**src/rtl/retire_if.sv**
```systemverilog
// Retire-stage bus: ROB head window and completion strobes in, commit/free/flush/halt status out.
// The ROB-exit packet type lives here so the stage and its driver share one layout.
interface retire_if #(
    parameter int N         = 3,
    parameter int ROB_SZ    = 32,
    parameter int PHYS_BITS = 6
);
    localparam int RB = $clog2(ROB_SZ);
    localparam int SB = $clog2(N + 1);

    typedef struct packed {
        logic                 halt;
        logic                 is_branch;
        logic [4:0]           arch_dest;
        logic [PHYS_BITS-1:0] t_new;
        logic [PHYS_BITS-1:0] t_old;
    } rob_exit_packet_t;

    rob_exit_packet_t [N-1:0]       rob_outputs;
    logic [SB-1:0]                  rob_outputs_valid;
    logic [N-1:0]                   complete_valid;
    logic [N-1:0][RB-1:0]           complete_rob_idx;
    logic [N-1:0]                   complete_mispredict;

    logic [SB-1:0]                  num_retiring;
    logic [N-1:0]                   free_valid;
    logic [N-1:0][PHYS_BITS-1:0]    free_preg;
    logic [N-1:0]                   amt_valid;
    logic [N-1:0][4:0]              amt_arch;
    logic [N-1:0][PHYS_BITS-1:0]    amt_preg;
    logic                           mispredict_flush;
    logic                           halted;
    logic [63:0]                    retired_count;

    modport master (
        output rob_outputs, rob_outputs_valid, complete_valid, complete_rob_idx, complete_mispredict,
        input  num_retiring, free_valid, free_preg, amt_valid, amt_arch, amt_preg,
               mispredict_flush, halted, retired_count
    );

    modport slave (
        input  rob_outputs, rob_outputs_valid, complete_valid, complete_rob_idx, complete_mispredict,
        output num_retiring, free_valid, free_preg, amt_valid, amt_arch, amt_preg,
               mispredict_flush, halted, retired_count
    );
endinterface

```
**src/rtl/retire_stage.sv**
```systemverilog
// In-order commit stage: tracks completion per ROB slot, retires up to N oldest entries per cycle,
// frees old mappings, updates the architectural map, flushes on mispredicts and stops on halt.
module retire_stage #(
    parameter int N         = 3,
    parameter int ROB_SZ    = 32,
    parameter int PHYS_BITS = 6
) (
    input logic     clock,
    input logic     reset,
    retire_if.slave bus
);
    localparam int RB = $clog2(ROB_SZ);
    localparam int SB = $clog2(N + 1);

    typedef enum logic {RUN, HALTED} state_t;

    state_t            state;
    logic [RB-1:0]     head;
    logic [ROB_SZ-1:0] complete_bits;
    logic [ROB_SZ-1:0] mispred_bits;
    logic [63:0]       count_q;

    logic [ROB_SZ-1:0]           retire_mask, set_mask, set_mp_mask;
    logic [SB-1:0]               n_ret;
    logic                        flush, halt_hit;
    logic [N-1:0]                free_v, amt_v;
    logic [N-1:0][PHYS_BITS-1:0] free_p, amt_p;
    logic [N-1:0][4:0]           amt_a;
    logic                        unused_is_branch;

    // Oldest-first scan; go drops at the first incomplete lane and after a lane that ends the group.
    always_comb begin
        logic          go;
        logic [RB-1:0] idx;
        go          = (state == RUN) && !reset;
        idx         = '0;
        n_ret       = '0;
        flush       = 1'b0;
        halt_hit    = 1'b0;
        retire_mask = '0;
        free_v      = '0;
        amt_v       = '0;
        free_p      = '0;
        amt_p       = '0;
        amt_a       = '0;
        for (int i = 0; i < N; i++) begin
            idx = head + RB'(i);
            if (go && (SB'(i) < bus.rob_outputs_valid) && complete_bits[idx]) begin
                n_ret            = n_ret + 1'b1;
                retire_mask[idx] = 1'b1;
                if (bus.rob_outputs[i].arch_dest != 5'd0) begin
                    free_v[i] = 1'b1;
                    amt_v[i]  = 1'b1;
                    free_p[i] = bus.rob_outputs[i].t_old;
                    amt_p[i]  = bus.rob_outputs[i].t_new;
                    amt_a[i]  = bus.rob_outputs[i].arch_dest;
                end
                flush    = flush | mispred_bits[idx];
                halt_hit = halt_hit | bus.rob_outputs[i].halt;
                if (mispred_bits[idx] || bus.rob_outputs[i].halt) go = 1'b0;
            end else begin
                go = 1'b0;
            end
        end
    end

    always_comb begin
        set_mask    = '0;
        set_mp_mask = '0;
        if (state == RUN) begin
            for (int i = 0; i < N; i++) begin
                if (bus.complete_valid[i]) begin
                    set_mask[bus.complete_rob_idx[i]] = 1'b1;
                    if (bus.complete_mispredict[i]) set_mp_mask[bus.complete_rob_idx[i]] = 1'b1;
                end
            end
        end
    end

    // The branch-type bit is not needed here; the mispredict bit already implies a branch.
    always_comb begin
        unused_is_branch = 1'b0;
        for (int i = 0; i < N; i++) unused_is_branch = unused_is_branch ^ bus.rob_outputs[i].is_branch;
    end

    always_ff @(posedge clock) begin
        if (reset) begin
            state         <= RUN;
            head          <= '0;
            complete_bits <= '0;
            mispred_bits  <= '0;
            count_q       <= '0;
        end else if (state == RUN) begin
            assert ((set_mask & retire_mask) == '0)
                else $error("retire_stage: completion on an index retiring this cycle");
            head    <= head + RB'(n_ret);
            count_q <= count_q + 64'(n_ret);
            // A retiring mispredict squashes everything younger, including same-cycle completions.
            if (flush) begin
                complete_bits <= '0;
                mispred_bits  <= '0;
            end else begin
                complete_bits <= (complete_bits | set_mask) & ~retire_mask;
                mispred_bits  <= (mispred_bits | set_mp_mask) & ~retire_mask;
            end
            if (halt_hit) state <= HALTED;
        end
    end

    assign bus.num_retiring     = n_ret;
    assign bus.mispredict_flush = flush;
    assign bus.free_valid       = free_v;
    assign bus.free_preg        = free_p;
    assign bus.amt_valid        = amt_v;
    assign bus.amt_arch         = amt_a;
    assign bus.amt_preg         = amt_p;
    assign bus.halted           = (state == HALTED) && !reset;
    assign bus.retired_count    = reset ? 64'd0 : count_q;
endmodule

```
**src/flat_wrapper.sv**
```systemverilog
// flat-port wrapper written by rule: the top's interface ports become plain ports
module retire_stage_flat 
#(
    parameter int N         = 3,
    parameter int ROB_SZ    = 32,
    parameter int PHYS_BITS = 6
)
  (clock, reset, bus_rob_outputs, bus_rob_outputs_valid, bus_complete_valid, bus_complete_rob_idx, bus_complete_mispredict, bus_num_retiring, bus_free_valid, bus_free_preg, bus_amt_valid, bus_amt_arch, bus_amt_preg, bus_mispredict_flush, bus_halted, bus_retired_count);
  retire_if #(.N(N), .ROB_SZ(ROB_SZ), .PHYS_BITS(PHYS_BITS)) bus_i ();
  input logic clock;
  input logic reset;
  input wire logic [$bits(bus_i.rob_outputs)-1:0] bus_rob_outputs;
  input wire logic [$bits(bus_i.rob_outputs_valid)-1:0] bus_rob_outputs_valid;
  input wire logic [$bits(bus_i.complete_valid)-1:0] bus_complete_valid;
  input wire logic [$bits(bus_i.complete_rob_idx)-1:0] bus_complete_rob_idx;
  input wire logic [$bits(bus_i.complete_mispredict)-1:0] bus_complete_mispredict;
  output wire logic [$bits(bus_i.num_retiring)-1:0] bus_num_retiring;
  output wire logic [$bits(bus_i.free_valid)-1:0] bus_free_valid;
  output wire logic [$bits(bus_i.free_preg)-1:0] bus_free_preg;
  output wire logic [$bits(bus_i.amt_valid)-1:0] bus_amt_valid;
  output wire logic [$bits(bus_i.amt_arch)-1:0] bus_amt_arch;
  output wire logic [$bits(bus_i.amt_preg)-1:0] bus_amt_preg;
  output wire logic [$bits(bus_i.mispredict_flush)-1:0] bus_mispredict_flush;
  output wire logic [$bits(bus_i.halted)-1:0] bus_halted;
  output wire logic [$bits(bus_i.retired_count)-1:0] bus_retired_count;
  assign bus_i.rob_outputs = bus_rob_outputs;
  assign bus_i.rob_outputs_valid = bus_rob_outputs_valid;
  assign bus_i.complete_valid = bus_complete_valid;
  assign bus_i.complete_rob_idx = bus_complete_rob_idx;
  assign bus_i.complete_mispredict = bus_complete_mispredict;
  assign bus_num_retiring = bus_i.num_retiring;
  assign bus_free_valid = bus_i.free_valid;
  assign bus_free_preg = bus_i.free_preg;
  assign bus_amt_valid = bus_i.amt_valid;
  assign bus_amt_arch = bus_i.amt_arch;
  assign bus_amt_preg = bus_i.amt_preg;
  assign bus_mispredict_flush = bus_i.mispredict_flush;
  assign bus_halted = bus_i.halted;
  assign bus_retired_count = bus_i.retired_count;
  retire_stage #(.N(N), .ROB_SZ(ROB_SZ), .PHYS_BITS(PHYS_BITS)) u_core (.clock(clock), .reset(reset), .bus(bus_i));
endmodule
```
**config.mk**
```make
export PLATFORM = sky130hd
export DESIGN_NAME = retire_stage_flat
export DESIGN_NICKNAME = d
export VERILOG_FILES = /design/src/rtl/retire_if.sv /design/src/rtl/retire_stage.sv /design/src/flat_wrapper.sv
export SDC_FILE = /design/constraint.sdc
export NUM_CORES = 1
export LEC_CHECK = 0
export CAP_MARGIN = 5
export CORE_ASPECT_RATIO = 0.75
export CORE_UTILIZATION = 48
export DETAILED_ROUTE_END_ITERATION = 16
export PLACE_DENSITY_LB_ADDON = 0.08
export SLEW_MARGIN = 5
export SYNTH_ARGS = -nofsm -noshare
export SYNTH_HDL_FRONTEND = slang
export SYNTH_SLANG_ARGS = --single-unit
```
**constraint.sdc**
```tcl
create_clock -name clock -period 5.4 [get_ports clock]
set_input_delay 0.54 -clock clock [delete_from_list [all_inputs] [get_ports clock]]
set_output_delay 0.54 -clock clock [all_outputs]
set_load 0.005 [all_outputs]
```
[Yosys cells after proc, flatten, opt, wreduce, memory -nomap -nowiden]
Index checks and enable logic that the tools add are counted.
Widths: inputs -> output; s select.
Operators by class
  order comparisons: 15
  equal/unequal tests: 0
  add/sub/neg operators: 6
  multipliers: 0
  divide/modulo/power cells: 0
  shifts and indexed selects: 0
  reductions and logical operators: 20
  bitwise gates (word level): 16
  multiplexer cells: 84
Operators with widths (count)
  $mux 32: 20
  $or 32x32->32: 8
  $mux 6: 12
  $add 64x2->64: 1
  $and 32x32->32: 2
  $mux 64: 1
  $lt 5x6->1 const B: 6
  $not 32->32: 1
  $mux 1: 31
  $bmux 1 s5: 6
  $demux 1 s5: 6
  $ge 5x1->1 const B: 6
  $mux 5: 6
  $reduce_bool 5->1: 3
  $logic_and 1x1->1: 14
  $add 5x1->5 const B: 1
  $add 5x2->5: 1
  $add 5x2->5 const B: 1
  $add 2x1->2 const B: 2
  $lt 1x2->1 const A: 2
  $mux 2: 2
  $or 1x1->1: 4
  $logic_or 1x1->1: 2
  $lt 2x2->1 const A: 1
  2 further kinds: 2
Storage, ports and cells
  bits in registers: 134
  input bits: 82
  memory bits (writable): 0
  bits in latches: 0
  output and inout bits: 125
  memories kept: 0
  bits in read-only memories: 0
  logic and storage cells: 146

[Logic depth before layout (Yosys ltp)]
Gate-level depths: netlist (run 1).
  word-level depth: 18
  gate-level depth with buffers: 28
  mapped depth without buffers: 21

[Worst setup path after synthesis (run 1)]
OpenSTA, ideal clock, no wires.
  kind: reg2reg
  start: register u_core.head[1]
  end: register u_core.count_q[45]
  clock period less this slack: 6025 ps
  buffers on the path: 8
  setup slack: -625 ps
  library setup time: 128 ps
  cell stages (with the launch flop): 28
  required time: 5272 ps
  arrival: 5897 ps
  cell sequence: dfxtp_1 -> buf_2 -> buf_2 -> inv_1 -> ha_1 -> buf_2 -> buf_4 -> buf_2 -> nor3_1 -> mux2i_1 -> nand4_1 -> a22o_1 -> or4_4 -> buf_6 -> nor3_4 -> buf_6 -> buf_6 -> mux2i_1 -> ha_1 -> a21oi_1 -> nor4b_2 -> nand2_1 -> or3_1 -> or3_1 -> nor2_1 -> nand4_1 -> xor2_1 -> nor2_1
On the way
  cells in the longest elaborated chain, start to end: 12
  elaborated cells on any way between the ends: 29
  classes of those cells: add/sub (5); mux (17); reduce/logical (7)
RTL lines
  start, declared: RTL line retire_stage.sv:18  | logic [RB-1:0] head;
  start signal, assigned: RTL line retire_stage.sv:96  | head <= head + RB'(n_ret);
  parallel branches: the longest is 10 deep, another holds $add 5x1->5
  $mux 2 *: RTL line retire_stage.sv:48  | if (go && (SB'(i) < bus.rob_outputs_valid) && complete_bits[idx]) begin
  via bus_num_retiring[1]: RTL line flat_wrapper.sv:17  | output wire logic [$bits(bus_i.num_retiring)-1:0] bus_num_retiring;
  $add 64x2->64 *: RTL line retire_stage.sv:97  | count_q <= count_q + 64'(n_ret);
  end signal, assigned: RTL line retire_stage.sv:97
  end, declared: RTL line retire_stage.sv:21  | logic [63:0] count_q;
Mark *: on every way through the listed nets, which the timed path passes. The select of a mux whose other input is x is not followed.
A chain may end at the register's enable or synchronous reset.

[Worst setup path in the final report (run 1)]
  start: register u_core.head[2]
  end: register u_core.count_q[38]
On the way
  cells in the longest elaborated chain, start to end: 12
  elaborated cells on any way between the ends: 29
  classes of those cells: add/sub (5); mux (17); reduce/logical (7)
RTL lines (RTL line)
  parallel branches: the longest is 10 deep, another holds $add 5x1->5
  $mux 2 *: retire_stage.sv:48
  $add 64x2->64 *: retire_stage.sv:97
Every way passes the cells marked *. The select of a mux whose other input is x is not followed.

==> results of run 1 <==
## layout make-up
| cell class | count | share of cell area |
|---|---|---|
| sequential | 134 | 0.1936 |
| inverter | 32 | 0.008743 |
| multi-input combinational | 1106 | 0.5441 |
| timing repair buffer | 257 | 0.1824 |
| clock inverter | 14 | 0.01352 |
| clock buffer | 18 | 0.03164 |
| tap | 288 | 0.02596 |
## sequential cells by signal (all words and copies together) (netlist names)
register,cells
u_core.count_q,64
u_core.complete_bits,32
u_core.head,5
u_core.state,1
u_core.mispred_bits,32
## cell families after synthesis
group | count (synthesis)
flip-flops | 134
buffers and inverters | 135
AND/OR/NAND/NOR | 638
AO/OA/AOI/OAI | 324
XOR/XNOR | 60
adder cells (fa/ha/maj) | 14
multiplexers | 70
## where the power goes
part	internal [W]	switching (W)
Combinational	0.000114	0.000145
Clock	0.000752	0.000511
Sequential	0.00100	0.0000221
## layer usage
metal | up-vias | global-route usage
met5 | - | 0
met4 | 0 | 0.1116
met3 | 80 | 0.1149
met2 | 797 | 0.4644
met1 | 5458 | 0.4904
li1 | 5368 | -
## worst max-delay path: stages, from the launching register on
cell and delay, ns:
dfxtp_1 0.53, buf_4 0.21, xnor2_4 0.13, buf_12 0.19, mux2i_1 0.20, nand4_1 0.27
a22o_1 0.32, or4_4 0.50, nor2_8 0.12, inv_2 0.04, ha_1 0.31, xor2_2 0.19
ha_2 0.21, fa_1 0.17, and3_1 0.21, nand2_1 0.16, nor4_4 0.37, and2_1 0.25
nor2b_2 0.27, nand3_1 0.12, xor2_1 0.17, nor2_1 0.06
## what timing repair did
item	4_1_cts	5_1_grt
hold buffers	0	0
resized for setup	0	12
endpoints found under the setup margin	0	18
buffers inserted	0	5
## stage by stage
stage          hold slack, ns  utilization  instance area [sq um]  std cells  setup slack, ns
2_1_floorplan          0.4536            -                  10800       1375          0.02783
3_3_place_gp           0.4640       0.6090                  13110       1810           0.2438
3_5_place_dp           0.4809       0.6090                  13110       1810           0.1488
4_1_cts                0.4928       0.6381                  13740       1842          0.07355
5_1_grt                0.5230       0.6449                  13880       1849         0.003233
6_report               0.4934       0.6449                  13880       1849           0.2368
## layout by cell type (no fill, tap or decap), types with 15 or more instances in the layout
cell type,instances
xor2_1,37
o22a_1,29
nand3_1,58
nor3_1,15
and3_1,16
and2_1,62
dfxtp_1,132
buf_4,48
inv_1,28
nand3b_1,16
xnor2_1,20
o22ai_1,46
a21boi_0,18
mux2i_1,32
mux4_2,30
nor3b_1,16
o221ai_1,24
clkbuf_16,19
clkdlybuf4s50_1,202
nand2_1,140
o21ai_0,53
o211ai_1,24
nor4_1,16
nor2_1,124
nand4_1,27
a21oi_1,62
nor2b_1,75
## Yosys cell counts (14+ instances only)
library cell / count
nor3_1: 15
nor3b_1: 16
nor2_1: 125
and3_1: 16
nand3_1: 59
nand3b_1: 16
a31oi_1: 14
buf_2: 23
nand2_1: 141
clkbuf_1: 61
nor2b_1: 76
xor2_1: 39
or3_1: 16
mux2i_1: 34
a21oi_1: 62
a21boi_0: 19
and2_1: 62
nor4_1: 16
o21ai_0: 53
o221ai_1: 24
dfxtp_1: 134
xnor2_1: 20
o211ai_1: 24
nand4_1: 27
inv_1: 29
o22a_1: 29
mux4_2: 30
o22ai_1: 46
## path summary, 6_finish.rpt
| kind | slack (ns) | to | cells after the start |
|---|---|---|---|
| worst max-delay path | 0.24 | u_core.count_q[38] | 21 |
| worst min-delay path | 0.49 | u_core.count_q[63] | 2 |
| worst max register to register | 0.24 | u_core.count_q[38] | 21 |
| worst min register to register | 0.49 | u_core.count_q[63] | 2 |
==> reports/results.ini, run 1 <==
[yosys]
synthAdderAreaFrac = 0.01774
yosysWarnings = 0
ys_seq_area_frac = 0.2502
synth_top_family_by_area = simple AND/OR/NAND/NOR gates
yosys_most_used_dff = dfxtp_1
synth_xor_area_frac = 0.05077
avgSynthCellArea_sq_um = 7.797
synth_cells = 1375
synth_compound_area_frac = 0.2051
synth_top_area_share = 0.2502
synth_async_sr_flop_share = 0
synth_nets = 1471
ys_ff_latch = 134
synth.area.top_cells = dfxtp_1 (25%), mux4_2 (6.3%), nand2_1 (4.9%), nor2b_1 (4.4%), nor2_1 (4.4%)
muxShareOfSynthArea = 0.1014
synth_cell_type_count = 76
synth_largest_area_cell = dfxtp_1
synth_edf_count = 0
synthSimpleGateAreaFrac = 0.3182
syn_area_sq_mm = 0.01072

[floorplan]
io_pins = 207
die_area_sq_mm = 0.02294
initial_utilization = 0.4980
core-area_sq_mm = 0.02153
die_w_um = 174.6
fp-row-count = 46
die_h_um = 131.4

[global_route]
grt_max_degree = 91
grt.overflow.total = 0
track_usage = 0.3392
first_global_vias = 10268
grt_pass1_wl_mm = 60.06
antenna_found_initial = 0

[routing]
wl_met2_mm = 15.96
wl_met3_mm = 5.529
drcViolationCount = 0
drt-total-wl_mm = 40.10
drt_iter0_markers = 1736
wl_per_cell_um = 21.69
top_layer_used = met4
wl_met1_mm = 17.40
ant_nets = 0
dr_total_vias = 11703
drt-vias-per-instance = 6.329
drt_pass1_iterations = 7

[worst_setup_path]
reg2reg_from = u_core.head[2]
worst_setup_path_end_kind = register
cp.arrival_ns = 5.45
cp-start-kind = register
critPathRequiredTime_ns = 5.69
crit_fanout = 17
crit_type = register to register
critPathLaunch = u_core.head[2]

[clock_network]
cts_buffer_depth = 2
clkSlewWorstSetupHoldPaths_ns = 0.07
cts_inserted_buffers = 17
htreeDepth = 4
cts_tree = built
worst_skew_pair.late_latency_ns = 0.44
clock_sinks = 134
cts_root_buffer = clkbuf_16

[final_layout]
syn2layout_area_growth_pct = 29.48
final_nets = 1644
multi_input_area_sq_mm = 0.007552
seqCellArea_sq_mm = 0.002688
n_antenna_cell = 0
nFillCells = 1845
drive_gt1_frac = 0.1095

[hold_path]
hp-start = u_core.count_q[63]
hold_path_class = register to register

[placed_design]
hpwl_mm = 29.71
io_buffers = 203
gp_congestion = 0.9946

[timing]
setup_viol = 0
hold_viol = 0
period_needed_ns = 5.163
period_share = 0.9561
maxSlewViolCount = 0
tightest_slew_ns = 1.002
grt_setup_unrepaired = false
max_freq_mhz = 193.7
finalSetupTns_ns = 0
slew_headroom = 0.3320
finalClockSkew_ns = 0.01450

[power]
power_density_mw_per_mm2 = 183.4
leakage_nw = 4.657
power_w = 0.002546
irDropWorstVdd_v = 0.0001591

[status]
outcome = completed

[run]
maxCapViolations = 0

No activity file was read; power rests on OpenSTA's default activity.
==> run 2, diff against run 1 <==
CORE_UTILIZATION = 50   (was 48)
DONT_BUFFER_PORTS = 1   (was unset)
GPL_ROUTABILITY_DRIVEN = 1   (was unset)
clock period = 4.5 ns   (was 5.4 ns; I/O delays follow)
==> run 2 against run 1 <==
Against the previous run: the run now ends with setup timing left; die area down 3.9%; power up 13%; fmax up 3.4%; sequential cell count unchanged; non-clock buffer count down 75; sequential share of layout area up 1.1 points; combinational power down 11%; largest cell class unchanged; utilization down 0.87 points; clock power up 12%; hold slack worse by 0.42 ns; clock skew up 0.0031 ns; routed wire length up 2.2%.
==> reports/results.ini, run 2 (synthesized netlist as in run 1, its figures left out) <==
[status]
outcome = complete, but fails checks
violations = setup timing

[worst_setup_path]
crit_fanout = 7  ; -10
rr_worst_depth = 21  ; unchanged
crit_type = register to register
reg2reg_from = u_core.head[0]
r2r_end = u_core.count_q[41]
cp.arrival_ns = 5.36  ; -0.09 ns
cp-start-kind = register
worst_setup_path_end_kind = register
r2r_slack_ns = -0.49  ; -0.73 ns
critPathRequiredTime_ns = 4.86  ; -0.83 ns

[placed_design]
io_buffers = 0  ; -100%
gp_congestion = 1.003  ; +0.79%
hpwl_mm = 31.04  ; +4.5%
dp.cells = 1705  ; -5.8%

[global_route]
gr-usage-met2 = 0.5182  ; +0.05381
grt_pass1_wl_mm = 60.64  ; +0.95%
busiest_layer = met1
use_met3 = 0.1218  ; +0.006936
gr-usage-met1 = 0.5325  ; +0.04209
grt.overflow.total = 0  ; unchanged
track_usage = 0.3687  ; +0.02945
first_global_vias = 10186  ; -0.80%
grt_max_degree = 157  ; +73%
antenna_found_initial = 0  ; unchanged

[routing]
dr_total_vias = 11618  ; -0.73%
drt-total-wl_mm = 40.98  ; +2.2%
drt_iter0_markers = 1354  ; -22%
drt_pass1_iterations = 5  ; -2
drcViolationCount = 0  ; unchanged
ant_nets = 0  ; unchanged
drt-vias-per-instance = 6.571  ; +3.8%
wl_per_cell_um = 23.18  ; +6.9%

[power]
p_int_w = 0.002079  ; +11%
leakage_nw = 4.651  ; -0.12%
power_switching_w = 0.0007851  ; +16%
irDropWorstVdd_v = 0.0002328  ; +46%
seqPwrFrac = 0.426  ; +0.024
pwr-share-clk = 0.493  ; -0.003
power_w = 0.002865  ; +13%
power.share.switching = 0.2741  ; +0.007837
power_density_mw_per_mm2 = 218.5  ; +19%
p_comb_frac = 0.081  ; -0.021

[final_layout]
drive_gt1_frac = 0.2301  ; +0.1206
largestRegisters = u_core.count_q: 64 flops, u_core.complete_bits: 32 flops, u_core.mispred_bits: 32 flops
largest-register = u_core.count_q
final_cell_mix = buf_4 (161), nand2_1 (133), dfxtp_1 (132)
post-route-util = 0.6362  ; -0.008663
syn2layout_area_growth_pct = 22.29
final_nets = 1569  ; -4.6%
final_cells = 1768  ; -4.4%
largest_reg_flops = 64  ; unchanged
final_common_cell = buf_4
n_antenna_cell = 0  ; unchanged

[clock_network]
clkSlewWorstSetupHoldPaths_ns = 0.07  ; about the same
cts_buffer_depth = 2  ; unchanged
cts_inserted_buffers = 17  ; unchanged
clock_sinks = 134  ; unchanged
hold_buffers = 0  ; unchanged
cts_root_buffer = clkbuf_16
cts_tree = built
htreeDepth = 4  ; unchanged
worst_skew_pair.late_latency_ns = 0.44  ; about the same

[floorplan]
io_pins = 207  ; unchanged
core-area_sq_mm = 0.02061  ; -4.3%
die_area_sq_mm = 0.02204  ; -3.9%
die_h_um = 128.8  ; -2.0%
die_w_um = 171.1  ; -2.0%
initial_utilization = 0.5202  ; +0.02219
fp-row-count = 45  ; -2.2%

[hold_path]
hp-start = reset
min_to = u_core.head[1]
hold_path_class = primary input to register
whs_path_depth = 1  ; -1

[timing]
period_share = 1.109  ; +0.1532
slew_headroom = 0.2122  ; -0.1198
hold-worst-slack_ns = 0.07670  ; -0.4167 ns
hold_viol = 0  ; unchanged
finalClockSkew_ns = 0.01760  ; +0.003108 ns
grt_setup_unrepaired = true
setup_viol = 47  ; +47
maxSlewViolCount = 0  ; unchanged
max_freq_mhz = 200.3  ; +3.4%
period_needed_ns = 4.992  ; -0.1712 ns
tightest_slew_ns = 1.179  ; +0.1772 ns
finalWorstSetupSlack_ns = -0.4920  ; -0.7288 ns

[run]
maxCapViolations = 0  ; unchanged

==> run 2: cell types whose count changed in the layout (fill, tap and decap cells not counted), sizes merged, moves of 3 or more <==
cell           before  now
clkinv              5    2
clkdlybuf4s50     202    0
buf                53  181
inv                37   41
==> run 2: through the flow <==
step	setup WS, ns	TNS (ns)	cell area [sq um]
after floorplan	-0.6845	-11.00	10920
after global placement	-0.4359	-6.148	11970
after detailed placement	-0.4996	-8.722	11970
after CTS	-0.3689	-5.832	12800
after global routing	-0.6251	-18.78	13110
final	-0.4920	-11.31	13110
==> run 2: timing repair <==
item	in CTS	in global routing
endpoints found under the hold margin	0	0
cloned	0	1
pin swaps	17	21
endpoints found under the setup margin	46	63
gates resized for setup	28	41
setup buffers	17	13
==> run 2: area by class of cell <==
cell class / instances / area [sq um]
multi-input cells: 1106 / 7816
repair buffers: 182 / 1533
clock inverters: 15 / 157.7
flip-flops and latches: 134 / 2688
fillers: 1811 / 7497
well taps: 282 / 352.8
clock buffers: 17 / 425.4
inverters: 32 / 137.6
==> run 2: worst max-delay path, cell delays in order, from the launching register on <==
cell and delay [ns]:
dfxtp_4 0.37, buf_12 0.13, inv_8 0.03, ha_4 0.27
clkbuf_16 0.18, nor3b_1 0.13, mux2i_1 0.14, nand4_1 0.19
a22o_1 0.24, or4_4 0.59, nor2_8 0.13, inv_4 0.04
ha_4 0.26, xor2_2 0.16, ha_2 0.22, a21oi_2 0.08
nor4b_4 0.32, nand2_2 0.19, or3_4 0.37, or3_4 0.36
or3_1 0.34, a21oi_1 0.15
==> run 2: metal layers <==
layer | wire length (um) | up-vias
met4 | 1037 | 0
met5 | 0 | -
met1 | 17570 | 5538
li1 | - | 5212
met2 | 16700 | 789
met3 | 5669 | 79
==> run 2: power by group through the flow <==
stage / sequential, W / clock [W] / combinational [W]
after floorplan: 0.00124 / 0 / 0.000165
after detailed placement: 0.00125 / 0 / 0.000216
after CTS: 0.00122 / 0.00143 / 0.000219
after global placement: 0.00125 / 0 / 0.000214
after global routing: 0.00122 / 0.00148 / 0.000245
final: 0.00122 / 0.00141 / 0.000231
==> run 2: how the worst max path moves through the flow <==
stage | start | end | slack, ns | depth (start not counted)
CTS | u_core.head[0] | u_core.count_q[45] | -0.37 | 23
global route | u_core.head[1] | u_core.count_q[41] | -0.63 | 21
detailed placement | u_core.head[0] | u_core.count_q[45] | -0.50 | 19
global placement | u_core.head[0] | u_core.count_q[45] | -0.44 | 21
floorplan | u_core.head[1] | u_core.count_q[45] | -0.68 | 27
finish | u_core.head[0] | u_core.count_q[41] | -0.49 | 21
